**config.mk**
```make
export PLATFORM = sky130hd
export DESIGN_NAME = iob_cpu_bus_arbiter
export DESIGN_NICKNAME = d
export VERILOG_FILES = /design/src/rtl/iob_cpu_bus_arbiter.sv
export SDC_FILE = /design/constraint.sdc
export NUM_CORES = 1
export LEC_CHECK = 0
export CORE_AREA = 5 5 117 119
export DETAILED_ROUTE_END_ITERATION = 10
export DIE_AREA = 0 0 122 124
export PLACE_DENSITY_LB_ADDON = 0.05
export SETUP_SLACK_MARGIN = 0.02
export SYNTH_ARGS = -nofsm -noshare
export SYNTH_HDL_FRONTEND = slang
export SYNTH_SLANG_ARGS = --single-unit
```
**constraint.sdc**
```tcl
create_clock -name clk -period 1.01 [get_ports clk]
set_clock_uncertainty 0.05 [all_clocks]
set_input_delay 0.101 -clock clk [delete_from_list [all_inputs] [get_ports clk]]
set_output_delay 0.101 -clock clk [all_outputs]
set_load 0.005 [all_outputs]
```
**src/rtl/iob_cpu_bus_arbiter.sv**
```systemverilog
// Two-master, one-slave arbiter for the native iob bus: the CPU instruction bus (m0)
// and data bus (m1) share one slave port, one transaction at a time.
module iob_cpu_bus_arbiter #(
  parameter int ADDR_W   = 32,
  parameter int DATA_W   = 32,
  parameter int ARB_MODE = 0,
  parameter int TIMEOUT  = 0
) (
  input  logic                  clk,
  input  logic                  rst,
  input  logic                  m0_valid,
  input  logic [ADDR_W-1:0]     m0_address,
  input  logic [DATA_W-1:0]     m0_wdata,
  input  logic [DATA_W/8-1:0]   m0_wstrb,
  output logic                  m0_ready,
  output logic [DATA_W-1:0]     m0_rdata,
  input  logic                  m1_valid,
  input  logic [ADDR_W-1:0]     m1_address,
  input  logic [DATA_W-1:0]     m1_wdata,
  input  logic [DATA_W/8-1:0]   m1_wstrb,
  output logic                  m1_ready,
  output logic [DATA_W-1:0]     m1_rdata,
  output logic                  s_valid,
  output logic [ADDR_W-1:0]     s_address,
  output logic [DATA_W-1:0]     s_wdata,
  output logic [DATA_W/8-1:0]   s_wstrb,
  input  logic                  s_ready,
  input  logic [DATA_W-1:0]     s_rdata,
  output logic                  timeout_err
);

  localparam logic [0:0] IDLE = 1'b0;
  localparam logic [0:0] BUSY = 1'b1;

  logic [0:0] state_r;
  logic [0:0] state_nxt_s;
  logic       grant_r;
  logic       grant_nxt_s;
  logic       last_grant_r;
  logic       busy_s;
  logic       done_s;
  logic       wd_expire_s;

  assign busy_s = (state_r == BUSY);
  // A transaction ends on the slave strobe or, failing that, on watchdog expiry.
  assign done_s = busy_s && (s_ready || wd_expire_s);

  // Arbitration decision; only consumed on the IDLE->BUSY transition
  always_comb begin
    grant_nxt_s = grant_r;
    if (m0_valid && m1_valid) begin
      if (ARB_MODE == 1) begin
        grant_nxt_s = 1'b1;
      end else begin
        grant_nxt_s = ~last_grant_r;
      end
    end else if (m1_valid) begin
      grant_nxt_s = 1'b1;
    end else if (m0_valid) begin
      grant_nxt_s = 1'b0;
    end else begin
      grant_nxt_s = grant_r;
    end
  end

  // Next-state logic of the IDLE/BUSY controller
  always_comb begin
    state_nxt_s = state_r;
    case (state_r)
      IDLE: begin
        if (m0_valid || m1_valid) begin
          state_nxt_s = BUSY;
        end else begin
          state_nxt_s = IDLE;
        end
      end
      BUSY: begin
        if (done_s) begin
          state_nxt_s = IDLE;
        end else begin
          state_nxt_s = BUSY;
        end
      end
      default: state_nxt_s = IDLE;
    endcase
  end

  // State, grant and round-robin history registers
  always_ff @(posedge clk or posedge rst) begin
    if (rst) begin
      state_r      <= IDLE;
      grant_r      <= 1'b0;
      last_grant_r <= 1'b1;
    end else begin
      state_r <= state_nxt_s;
      if ((state_r == IDLE) && (state_nxt_s == BUSY)) begin
        grant_r <= grant_nxt_s;
      end
      if (done_s) begin
        last_grant_r <= grant_r;
      end
    end
  end

  generate
    if (TIMEOUT > 0) begin : g_wdog
      localparam int CNT_W = $clog2(TIMEOUT + 1);
      localparam logic [CNT_W-1:0] CNT_LAST = CNT_W'(TIMEOUT - 1);

      logic [CNT_W-1:0] cnt_r;
      logic             err_r;

      assign wd_expire_s = busy_s && !s_ready && (cnt_r == CNT_LAST);
      assign timeout_err = err_r;

      // Stall counter: held at zero in IDLE so every BUSY period starts fresh
      always_ff @(posedge clk or posedge rst) begin
        if (rst) begin
          cnt_r <= '0;
        end else if (!busy_s) begin
          cnt_r <= '0;
        end else if (!s_ready && !wd_expire_s) begin
          cnt_r <= cnt_r + CNT_W'(1);
        end
      end

      // Sticky error flag, cleared only by reset
      always_ff @(posedge clk or posedge rst) begin
        if (rst) begin
          err_r <= 1'b0;
        end else if (wd_expire_s) begin
          err_r <= 1'b1;
        end
      end
    end else begin : g_no_wdog
      assign wd_expire_s = 1'b0;
      assign timeout_err = 1'b0;
    end
  endgenerate

  // Request routing: only the granted master reaches the slave, and only in BUSY
  always_comb begin
    s_valid   = busy_s;
    s_address = '0;
    s_wdata   = '0;
    s_wstrb   = '0;
    if (busy_s) begin
      if (grant_r) begin
        s_address = m1_address;
        s_wdata   = m1_wdata;
        s_wstrb   = m1_wstrb;
      end else begin
        s_address = m0_address;
        s_wdata   = m0_wdata;
        s_wstrb   = m0_wstrb;
      end
    end else begin
      s_address = '0;
      s_wdata   = '0;
      s_wstrb   = '0;
    end
  end

  // Response routing; a forced completion returns zero data
  always_comb begin
    m0_ready = 1'b0;
    m1_ready = 1'b0;
    m0_rdata = '0;
    m1_rdata = '0;
    if (done_s) begin
      if (grant_r) begin
        m1_ready = 1'b1;
        m1_rdata = s_ready ? s_rdata : '0;
      end else begin
        m0_ready = 1'b1;
        m0_rdata = s_ready ? s_rdata : '0;
      end
    end else begin
      m0_ready = 1'b0;
      m1_ready = 1'b0;
    end
  end

endmodule

```
### Word level (Yosys, flattened, before mapping)

Cells that the tools add are included.

| storage, ports and cells | value |
|---|---|
| register bits | 3 |
| input port bits | 173 |
| output and inout bits | 136 |
| logic and storage cells | 32 |

| operators by class | value |
|---|---|
| mux-type cells | 21 |
| bitwise operators | 2 |
| reductions and logical operators | 6 |

Operators with widths:

| kind | number |
|---|---|
| $mux W32 | 9 |
| $mux W1 | 9 |
| $mux W4 | 2 |
| $logic_and A1 B1 Y1 | 3 |
| $reduce_bool A3 Y1 | 1 |
| $not A1 Y1 | 2 |
| $pmux W1 S2 | 1 |
| $reduce_and A2 Y1 | 1 |
| $logic_or A1 B1 Y1 | 1 |

### Longest topological paths before layout

Gate-level depths: netlist (run 1).

| logic depth | value |
|---|---|
| word-level depth | 5 |
| gate-level depth with buffers | 5 |
| mapped depth without buffers | 2 |

### Worst setup path after synthesis (run 1)

OpenSTA, ideal clock, no wires.

| timing | value |
|---|---|
| path kind | register -> output |
| start point | register grant_r |
| end point | output m0_rdata[10] |
| data arrival time | 990 ps |
| data required time | 859 ps |
| setup slack | -131 ps |
| stages on the path, launching flop included | 6 |
| path buffers | 3 |
| path through | dfrtp_1 > buf_6 > nand2b_1 > buf_6 > buf_6 > nor2_1 |

| on the way | value |
|---|---|
| word-level cells in the longest chain between the ends | 2 |

RTL lines:

| element | line | RTL |
|---|---|---|
| start, declared | 37 | `logic grant_r;` |
| start signal, assigned | 97 | `grant_r <= grant_nxt_s;` |
| $mux W32 | 171 | `if (grant_r) begin` |
| $mux W32 | 170 | `if (done_s) begin` |
| end, declared | 16 | `output logic [DATA_W-1:0] m0_rdata,` |

No other way between the ends.

### Final worst setup path (run 1)

| timing | value |
|---|---|
| start point | register grant_r |
| end point | output m1_rdata[5] |

| on the way | value |
|---|---|
| word-level cells in the longest chain between the ends | 2 |

RTL lines:

| element | line | RTL |
|---|---|---|
| $mux W32 | 171 |  |
| $mux W32 | 170 |  |
| end, declared | 22 | `output logic [DATA_W-1:0] m1_rdata,` |

No other way between the ends.

==> metrics, run 1 <==
CTS tree yes; Sequential Power Share 3.8%; post-layout util 45.0%; Final Cycle Share 182%; antenna viol nets, final 0; # rows 41; Worst Setup End Kind primary output; Worst EP required approximately 860 ps; Setup Viol. Count Final 138; grt ovf 0; Mapped Nets approximately 450; largest net degree at the start of global routing 38; count leader, synth nor2_1; diode count 0; Die Span X 122 um; clock buffer depth 2; switching power 2.23 mW; LEAKAGE roughly 2.8 nW; Comb power frac a little under nine tenths; Top FF cell, synth dfrtp_1; worst-path fanout max 7; area of the die ~0.015 mm^2; DR WL/cell 16.4 um; Finished Cell Area 0.00561 mm^2; Ys Warns 0; layout cells sized above 1 43.2%; DP Area between 0.005 and 0.006 mm^2; share of the synthesized area in the top cell type 41.7%; Async SR Flop Fraction 100%; drc violations 0; H-tree Lvls 1; syn avg cell area 5.93 um^2; Via Count 3236; first-pass GRT wire length 17500 um; Initial Utilization about an eighth; CTS buffer count 3; sequential-to-total area share from yosys stat 4.68%; Yosys reg bits 3; Synth top cells by count 133 x nor2_1, 68 x mux2i_1, 35 x nand2_1, 11 x buf_2, 7 x buf_4; Overall Global Routing Usage around 15%; vias per cell 4.02; clock sink count 3; status complete, but fails checks; Final Critical Period 1840 ps; CP Class reg -> out; CTS root buf clkbuf_16; Die Y 124 um; peak supply drop 0.456 mV; clock share of power between 10% and 20%; CP Launch Type register; worst hold margin ~0.45 ps; placed insts 741; arrival time at the worst endpoint 1690 ps; PwrDens 1050 mW/mm^2; Reg clk slew, reported paths 30 ps; Post-Layout Cell Count 804; max_cap viols 0; failing checks negative setup slack; worst-skew pair later-pin latency approximately 220 ps; largest area contributor in the netlist mux2i_1; Final WS setup -829 ps; 1st-iter DRT viols 63; Hold Fails Final Rpt 0; DRT Pass-1 Iters 4; Routed WL ~13000 um; Reg2Reg Setup Slack -250 ps; Post-synth EDFFs 0; vias in the first global route 3225; port bufs 307; initial antenna violation count 0; Achievable Freq ~540 MHz; Netlist Area Pre-Place 0.00163 mm^2; HPWL Detailed 9780 um; hold crit path type in -> async; Area Overhead vs Synth 244%; switch share 37.7%; Netlist cell types 17; largest cells by area after synthesis mux2i_1 42%, nor2_1 31%, nand2_1 8.1%; Max Slew Vio Count 0; core area 0.0125 mm^2; # IOs 309; RSZ-0062 raised after global routing true; Internal 3.68 mW; Mapped Cells roughly 280; Nets roughly 800; gp weighted congestion slightly above 0.7
## worst max-delay path: stages (launching register included)
cell     delay (ps)
dfrtp_4         540
buf_6           150
buf_6           120
nand2_8         100
buf_6           120
buf_6           100
buf_6           100
buf_6            90
nor2_4           20
buf_2           120
## power by group through the flow
stage          Combinational (mW)  Clock (mW)  Sequential [mW]
2_1_floorplan                1.86           0            0.168
3_3_place_gp                 4.15           0            0.210
3_5_place_dp                 4.15           0            0.209
4_1_cts                      4.51       0.641            0.213
5_1_grt                      5.40       0.655            0.231
6_report                     5.05       0.633            0.222
## layer usage
layer / vias to the layer above / GRT usage [%] / share of wire, %
met2: 173 / 30.6 / 56
met5: - / 0 / 0
met4: 0 / 2.87 / 1.0
met3: 8 / 6.04 / 11
met1: 1455 / 13.9 / 31
li1: 1600 / - / -
## per-stage QoR
step	setup WS (ps)	setup TNS (ps)	total power [mW]
floorplan	-116	-4620	2.02
global placement	-721	-88380	4.36
detailed placement	-748	-89120	4.35
CTS	-881	-90430	5.36
global route	-882	-86980	6.29
finish	-829	-79040	5.91
## cell usage in the layout, fill, tap and decap left out, types with 6 or more instances in the layout
cell             netlist  final
dlymetal6s2s_1         0      9
nor2_2                 0     20
nor2_4                 0     39
clkdlybuf4s50_1        0    172
nand2_1               35     29
nor2_1               133     74
mux2i_1               68     68
buf_4                  7     13
buf_8                  0      6
buf_12                 0      9
clkbuf_2               0     11
buf_2                 11    105
buf_6                  6     50
## area by class of cell
| cell class | count | area, um^2 |
|---|---|---|
| multi-input cells | 243 | 1740 |
| well taps | 172 | 215 |
| fillers | 1273 | 6860 |
| clock buffers | 4 | 78.8 |
| flip-flops and latches | 3 | 81.3 |
| inverters | 2 | 7.51 |
| repair buffers | 380 | 3480 |
## cells by family (layout without fill, tap and decap cells)
logic type | Yosys count | after routing | share of synthesized area, %
other cells | 1 | 1 | 0.230
buf+inv | 29 | 386 | 11.9
compound gates | 3 | 3 | 1.61
mux | 68 | 68 | 41.7
flops | 3 | 3 | 4.68
simple gates | 171 | 171 | 39.8
## final timing paths
check,from,endpoint,depth (start not counted)
max,grant_r,m1_rdata[5],9
min,rst,grant_r,2
max reg2reg,grant_r,last_grant_r,4
min reg2reg,last_grant_r,last_grant_r,1
max in group asynchronous,rst,last_grant_r,2
min in group clk,s_ready,last_grant_r,4
## registers in the layout, indices dropped and copies added, names as in the netlist
| signal | count |
|---|---|
| s_valid | 1 |
| grant_r | 1 |
| last_grant_r | 1 |
## what timing repair did
action	CTS	global route
cloned	7	3
hold buffers	0	0
resized for setup	462	190
pin swaps	44	13
endpoints found under the setup margin	138	138
setup buffers	34	23
No activity file was read; power rests on OpenSTA's default activity.
==> inputs of run 2 (changes only) <==
Settings changed: CAP_MARGIN from default to 0, HOLD_SLACK_MARGIN from default to 0.1.
==> run 2 against run 1 <==
The run still ends with negative setup slack left; highest routed layer unchanged; global-route usage unchanged; non-clock buffer count up 6; maximum frequency up 0.38%; clock-buffer cell count unchanged; clock power about the same.
==> metrics, run 2 (synthesis gave the netlist of run 1 again) <==
status complete, but fails checks; failing checks negative setup slack; Nets 812; vias in the first global route around 3200; Final Cycle Share 181%; Hold Fails Final Rpt 0; initial antenna violation count 0; 1st-iter DRT viols 70; most common cell after layout, fill and taps aside clkdlybuf4s50_1; CP Class reg -> out; Overall Global Routing Usage 15.0%; Setup Viol. Count Final 138; DR WL/cell approximately 16 um; first-pass GRT wire length approximately 18000 um; CTS tree yes; HPWL Detailed slightly below 10000 um; Max Slew Vio Count 0; Final Critical Period roughly 1800 ps; max_cap viols 0; Area Overhead vs Synth 250%; layout cells sized above 1 43.4%; Achievable Freq 546 MHz; Buf/Inv on CP 7; Worst EP required 860 ps; CP cell instances buf_6 > buf_6 > nand2_8 > buf_6 > buf_6 > buf_6 > buf_6 > nor2_4 > buf_2; CTS root buf clkbuf_16; Initial Utilization 13.1%; H-tree Lvls 1; drc violations 0; peak supply drop 0.505 mV; Largest stage delay, worst path 530 ps; CTS buffer count 3; Die Span X 122 um; most frequent cells in the layout 172 x clkdlybuf4s50_1, 103 x buf_2, 73 x nor2_1, 68 x mux2i_1, 51 x buf_6; # IOs 309; CP top delay family buffers and inverters; Die Y around 120 um; largest net degree at the start of global routing 38; clock buffer depth 2; CP Launch Type register; DRT Pass-1 Iters 4; placed insts 741; worst-skew pair later-pin latency around 220 ps; Routed WL 13300 um; RSZ-0062 raised after global routing true; grt ovf 0; pre-CTS WS -748 ps; CP most frequent cell buf_6; Worst Setup End Kind primary output; # rows 41; LEAKAGE 2.87 nW; port bufs slightly above 300; Finished Cell Area 0.00570 mm^2; hold crit path type in -> reg; clock sink count 3; core area 0.0125 mm^2; # fillers between 1000 and 1500; Reg2Reg Setup Slack -370 ps; Power Total 6.09 mW; area of the multi-input gates 0.00175 mm^2; vias per cell 4.02; Final WS setup -822 ps; FF+latch area 81.3 um^2; diode count 0; DP Area between 0.005 and 0.006 mm^2; area of the die 0.0151 mm^2; worst-path fanout max 7; critical path's slowest cell dfrtp_4; Post-Layout Cell Count 810; Reg clk slew, reported paths 30 ps; PwrDens roughly 1100 mW/mm^2; arrival time at the worst endpoint 1680 ps; antenna viol nets, final 0; Via Count 3258; gp weighted congestion 0.723
==> run 2: repair_timing <==
item                                   CTS  global route
resized for setup                      462           188
pin swaps                               44            21
buffers inserted                        34            27
hold buffers                             1             0
gates cloned                             7             4
setup endpoints to repair              138           138
endpoints found under the hold margin    2             0
==> run 2: cell type report <==
class | instances | share of cell area (%)
well taps | 172 | 3.77
multi-input cells | 243 | 30.6
clock buffers | 4 | 1.38
flip-flops and latches | 3 | 1.43
repair buffers | 386 | 62.7
inverters | 2 | 0.132
==> run 2: power breakdown <==
group	internal [mW]	switching (mW)
clock network	0.521	0.112
logic	3.13	2.10
registers	0.164	0.0539
==> run 2: per-stage QoR <==
stage                     util (%)  hold slack [ps]  setup TNS, ps
after floorplan                  -             -196          -4620
final                         45.8              447         -81830
after global routing          45.8              460         -89970
after CTS                     42.1              462         -90430
after global placement        40.4              227         -88380
after detailed placement      40.4              237         -89120
==> run 2: path summary, 6_finish.rpt <==
kind,startpoint,end,depth (start not counted)
setup / recovery,grant_r,m1_rdata[5],9
hold / removal,s_ready,last_grant_r,4
setup reg to reg,grant_r,grant_r,4
hold reg to reg,last_grant_r,last_grant_r,1
max in group asynchronous,rst,last_grant_r,3
min in group asynchronous,rst,grant_r,3
==> run 2: per-layer routing <==
layer	vias to the layer above	share of wire, %	wire length [um]	GRT usage (%)
met2	170	56	7500	30.6
met1	1472	31	4180	14.0
li1	1608	-	-	-
met4	0	1.0	138	2.87
met3	8	11	1460	5.90
met5	-	0	0	0
==> run 2: tightest hold or removal path, delay by kind of cell <==
family,cells,cell delay (ps)
buffers and inverters,2,390
and+or+nand+nor,1,70
AOI/OAI and AO/OA,1,120
